<file path="src/rtl/jk_excitation_driver.sv">
// Drives J/K of a downstream JK flip-flop so its q follows a loaded target word, checking q on return.
// Optional build macro JK_TOGGLE_EN: required transitions are driven as J/K=1/1 instead of set/reset.
module jk_excitation_driver #(
    parameter int WIDTH = 8,
    parameter int CNT_W = $clog2(WIDTH + 1)
) (
    input  logic             clk,
    input  logic             reset,
    input  logic             load_valid,
    output logic             load_ready,
    input  logic [WIDTH-1:0] load_data,
    output logic             jk_j,
    output logic             jk_k,
    input  logic             q_fb,
    output logic             busy,
    output logic             done,
    output logic             mismatch,
    output logic [CNT_W-1:0] err_cnt,
    output logic [1:0]       dbg_state
);
    // Handshake: a word is taken on any rising edge where load_valid & load_ready are both 1.
    localparam int BC_W = $clog2(WIDTH + 1);

    typedef enum logic [1:0] {
        IDLE  = 2'd0,
        DRIVE = 2'd1,
        CHECK = 2'd2
    } state_t;

    state_t            state_q, state_d;
    logic [WIDTH-1:0]  sr_q, sr_d;
    logic [BC_W-1:0]   bit_cnt_q, bit_cnt_d;
    logic              m_q, m_d;
    logic              j_q, j_d, k_q, k_d;
    logic              v1_q, v1_d, v2_q, v2_d;
    logic              exp_q, exp_d;
    logic              done_q, done_d;
    logic              mismatch_q, mismatch_d;
    logic [CNT_W-1:0]  err_q, err_d;

    function automatic logic [1:0] excite(input logic m, input logic t);
        logic [1:0] jk;
        jk = 2'b00;
        if (m != t) begin
`ifdef JK_TOGGLE_EN
            jk = 2'b11;
`else
            jk = {t, ~t};
`endif
        end
        return jk;
    endfunction

    always_comb begin
        state_d    = state_q;
        sr_d       = sr_q;
        bit_cnt_d  = bit_cnt_q;
        m_d        = m_q;
        j_d        = 1'b0;
        k_d        = 1'b0;
        v1_d       = 1'b0;
        v2_d       = v1_q;
        exp_d      = m_q;
        done_d     = 1'b0;
        mismatch_d = mismatch_q;
        err_d      = err_q;

        // Bit issued two edges ago: v2_q/exp_q carry its target into this edge's compare.
        if (v2_q && (q_fb != exp_q)) begin
            mismatch_d = 1'b1;
            if (err_q != {CNT_W{1'b1}}) err_d = err_q + 1'b1;
        end

        case (state_q)
            IDLE: begin
                if (load_valid) begin
                    state_d    = DRIVE;
                    sr_d       = load_data >> 1;
                    {j_d, k_d} = excite(q_fb, load_data[0]);
                    m_d        = load_data[0];
                    bit_cnt_d  = BC_W'(1);
                    v1_d       = 1'b1;
                    mismatch_d = 1'b0;
                    err_d      = '0;
                end
            end
            DRIVE: begin
                if (bit_cnt_q == BC_W'(WIDTH)) begin
                    state_d = CHECK;
                end else begin
                    {j_d, k_d} = excite(m_q, sr_q[0]);
                    m_d        = sr_q[0];
                    sr_d       = sr_q >> 1;
                    bit_cnt_d  = bit_cnt_q + 1'b1;
                    v1_d       = 1'b1;
                end
            end
            CHECK: begin
                state_d = IDLE;
                done_d  = 1'b1;
            end
            default: state_d = IDLE;
        endcase
    end

    always_ff @(posedge clk or negedge reset) begin
        if (!reset) begin
            state_q    <= IDLE;
            sr_q       <= '0;
            bit_cnt_q  <= '0;
            m_q        <= 1'b0;
            j_q        <= 1'b0;
            k_q        <= 1'b0;
            v1_q       <= 1'b0;
            v2_q       <= 1'b0;
            exp_q      <= 1'b0;
            done_q     <= 1'b0;
            mismatch_q <= 1'b0;
            err_q      <= '0;
        end else begin
            state_q    <= state_d;
            sr_q       <= sr_d;
            bit_cnt_q  <= bit_cnt_d;
            m_q        <= m_d;
            j_q        <= j_d;
            k_q        <= k_d;
            v1_q       <= v1_d;
            v2_q       <= v2_d;
            exp_q      <= exp_d;
            done_q     <= done_d;
            mismatch_q <= mismatch_d;
            err_q      <= err_d;
        end
    end

    assign load_ready = (state_q == IDLE);
    assign busy       = (state_q != IDLE);
    assign jk_j       = j_q;
    assign jk_k       = k_q;
    assign done       = done_q;
    assign mismatch   = mismatch_q;
    assign err_cnt    = err_q;
    assign dbg_state  = state_q;

endmodule

</file>
<file path="config.mk">
export PLATFORM = sky130hd
export DESIGN_NAME = jk_excitation_driver
export DESIGN_NICKNAME = d
export VERILOG_FILES = /design/src/rtl/jk_excitation_driver.sv
export SDC_FILE = /design/constraint.sdc
export NUM_CORES = 1
export LEC_CHECK = 0
export ABC_AREA = 1
export CORE_MARGIN = 4
export CORE_UTILIZATION = 53
export CTS_BUF_LIST = sky130_fd_sc_hd__clkbuf_4
export CTS_CLUSTER_DIAMETER = 30
export DETAILED_ROUTE_END_ITERATION = 12
export GPL_ROUTABILITY_DRIVEN = 0
export MAX_ROUTING_LAYER = met4
export PLACE_DENSITY = 0.82
export SLEW_MARGIN = 10
export SYNTH_ARGS = -nofsm -noshare
export SYNTH_HDL_FRONTEND = slang
export SYNTH_SLANG_ARGS = --single-unit
</file>
<file path="constraint.sdc">
create_clock -name clk -period 1.7 [get_ports clk]
set_clock_uncertainty 0.2 [all_clocks]
set_input_delay 0.425 -clock clk [delete_from_list [all_inputs] [get_ports clk]]
set_output_delay 0.425 -clock clk [all_outputs]
set_load 0.01 [all_outputs]
</file>
==> results.tsv <==
stage	metric	value	unit
status	status	complete, but fails checks	
status	violated checks	negative setup slack	
detailed_routing	first drt pass iteration count	4	
finish	Finished Layout Cells	212	
min_path	hold path cells	0	
power	Reg power frac	0.345	
worst_setup_path	Crit path largest cell delay	430	ps
worst_setup_path	origin of the critical flop-to-flop path	bit_cnt_q[0]	
logic_synthesis	area share of the largest cell type after synthesis	0.489	
clock_tree	Root Buffer	clkbuf_4	
power	Pleak	0.833	nW
worst_setup_path	CP max FO	3	
sta	endpoints failing setup	2	
clock_tree	total CTS buffers	3	
floorplanning	num rows	17	
worst_setup_path	slowest CP cell	dfrtp_1	
worst_setup_path	Buf/Inv on CP	3	
power	P_int	1.58	mW
worst_setup_path	FF-to-FF End	sr_q[4]	
finish	Layout area overhead	26.7	%
placed_design	Cell Count Post-Placement	205	
min_path	sink of the worst hold path	v2_q	
logic_synthesis	Post-synth EDFFs	0	
logic_synthesis	cell type with the largest total area after synthesis	dfrtp_1	
finish	Ant. Diodes	0	
clock_tree	clock latency on the worst-skew pair	320	ps
floorplanning	# IOs	24	
worst_setup_path	CP delay by family, top	flip-flops	
floorplanning	die height	57.1	um
placed_design	dpl ws	-168	ps
logic_synthesis	post-synthesis sequential area ratio	0.489	
min_path	worst hold path class	flip-flop to flip-flop	
sta	final hold slack	164	ps
worst_setup_path	CP cell instances	buf_6 > nor2_4 > inv_1 > buf_2	
clock_tree	clock sink count	25	
worst_setup_path	r2r setup slk	170	ps
grt	All-Layer GR Usage	0.165	
power	switching share of power	0.436	
clock_tree	TritonCTS clock tree	yes	
sta	Max Clk Rate	569	MHz
grt	initial antenna violation count	0	
worst_setup_path	Worst setup EP type	output port	
power	logic gate share of total power	0.559	
detailed_routing	vias per cell	4.92	
detailed_routing	DRT Wirelength	2400	um
detailed_routing	via count	1043	
sta	RSZ-0062 raised after global routing	yes	
placed_design	HPWL after detailed placement	1750	um
sta	Hold Fails Final Rpt	0	
worst_setup_path	Worst Setup Start Kind	flip-flop	
placed_design	DP Area	1570	um^2
logic_synthesis	number of distinct library cells after synthesis	20	
clock_tree	Longest Clk Path Bufs	2	
worst_setup_path	Critical Path RT	1070	ps
grt	global-route wire length before repair	4100	um
grt	GRT overflow	0	
power	worst ir drop on vdd	1.11	mV
logic_synthesis	Async S/R FF share, synth	1.00	
logic_synthesis	post-synthesis net count	163	
clock_tree	H-tree depth	1	
min_path	hold_sp	v1_q	
logic_synthesis	Syn Area/Cell	8.64	um^2
logic_synthesis	top post-synthesis cells by area	dfrtp_1, nand2_1, o21ai_2	
sta	post-route minimum period	1760	ps
logic_synthesis	YS warnings	0	
grt	number of global-route vias before repair	960	
sta	slew margin rel.	0.787	
placed_design	Port Buf Inserts	23	
sta	Final WS setup	-58.4	ps
worst_setup_path	WS Path Type	flip-flop to output port	
clock_tree	clk slew on worst S/H paths	140	ps
logic_synthesis	top_reg_cell synth	dfrtp_1	
sta	fin crit share	1.03	
detailed_routing	Antenna Nets Post-Route	0	
logic_synthesis	Post-synth top cells	nand2_1, dfrtp_1, inv_1	
detailed_routing	DRC viols	0	
detailed_routing	DR iter-0 viols	19	
finish	Layout Cell Area excl Fill	1620	um^2
sta	final slew viol count	0	
job	Max-Cap Viols	0	
detailed_routing	DR WL/cell	11.3	um
worst_setup_path	Worst Path Arrival	1130	ps
power	switching pwr	1.22	mW
power	Clk pwr share	0.095	
floorplanning	die area	3260	um^2
logic_synthesis	most common cell in the netlist	nand2_1	
worst_setup_path	worst reg2reg path depth	7	
logic_synthesis	Synth Cell Area	1280	um^2
floorplanning	Die Width	57.1	um
finish	final net count	200	
sta	Worst Tran Pin Value	319	ps
power	Pwr Density	1730	nW/um^2
logic_synthesis	Gate Count Post-Synth	148	
floorplanning	initial core utilization	0.567	
logic_synthesis	Synth Register Bits	25	
sta	Setup Total Neg Slack	-87.1	ps
finish	share of layout cells above drive strength 1	0.223	
floorplanning	core area	2250	um^2
grt	largest net degree at the start of global routing	26	
## timing repair
item	in CTS	in global routing
buffers inserted	3	0
hold buffers	0	0
gates resized for setup	24	2
endpoints found under the hold margin	0	0
setup endpoints to repair	12	6
## power by group through the flow
stage / Combinational [mW] / Clock (mW) / Sequential [mW]
floorplan: 1.04 / 0 / 1.05
global placement: 1.49 / 0 / 0.979
detailed placement: 1.55 / 0 / 0.991
CTS: 1.54 / 0.276 / 0.964
global route: 1.76 / 0.303 / 0.996
finish: 1.56 / 0.267 / 0.966
## sequential cells by signal, summed over array words and instances, names as in the netlist, 2 cells and up
name       cells
bit_cnt_q      4
dbg_state      2
err_cnt        4
sr_q           7
## final cells by class
type,count,area [um^2]
clock buffer,3,22.5
clock inverter,1,5.00
fill,187,634
inverter,24,90.1
multi-input combinational,96,541
sequential,25,626
tap,28,35.0
timing repair buffer,35,302
## through the flow
| stage | power, mW | utilization |
|---|---|---|
| after floorplan | 2.09 | - |
| after global placement | 2.47 | 0.698 |
| after detailed placement | 2.54 | 0.698 |
| after CTS | 2.78 | 0.714 |
| after global routing | 3.06 | 0.719 |
| final | 2.80 | 0.719 |
## layout by cell type, fill, tap and decap left out, drive strengths merged
cell type and instances:
clkdlybuf4s50 11, clkbuf 3, nand4 2, o21ai 21, xnor2 1, nand2 37, clkinv 1, buf 15
a21oi 2, nand3 11, inv 24, nor2 19, dfrtp 25, dlygate4sd2 9, ha 3
## how the worst max path moves through the flow
stage          slack, ps           end    startpoint  depth (start not counted)
5_1_grt             -140          busy  dbg_state[0]                          4
6_report             -60          busy  dbg_state[0]                          4
3_3_place_gp         -70    err_cnt[3]          q_fb                          7
2_1_floorplan        200  bit_cnt_q[0]  bit_cnt_q[0]                          8
4_1_cts              -70          busy  dbg_state[0]                          4
3_5_place_dp        -170    err_cnt[0]          q_fb                          7
## cell families (layout without fill, tap and decap cells)
kind of cell | count (synthesis) | after routing | share of synthesized area
buffers and inverters | 27 | 63 | 0.101
XOR/XNOR | 1 | 1 | 0.00685
AO/OA/AOI/OAI | 23 | 23 | 0.119
AND/OR/NAND/NOR | 69 | 69 | 0.254
flip-flops | 25 | 25 | 0.489
adder cells (fa/ha/maj) | 3 | 3 | 0.0294
## metal layers
layer	global-route usage	up-vias	share of wire
li1	-	533	-
met1	0.193	468	0.42
met2	0.279	36	0.49
met3	0.0339	6	0.072
met4	0.0596	0	0.010
met5	-	-	0
Note: power is estimated with default switching activity, not from simulation.
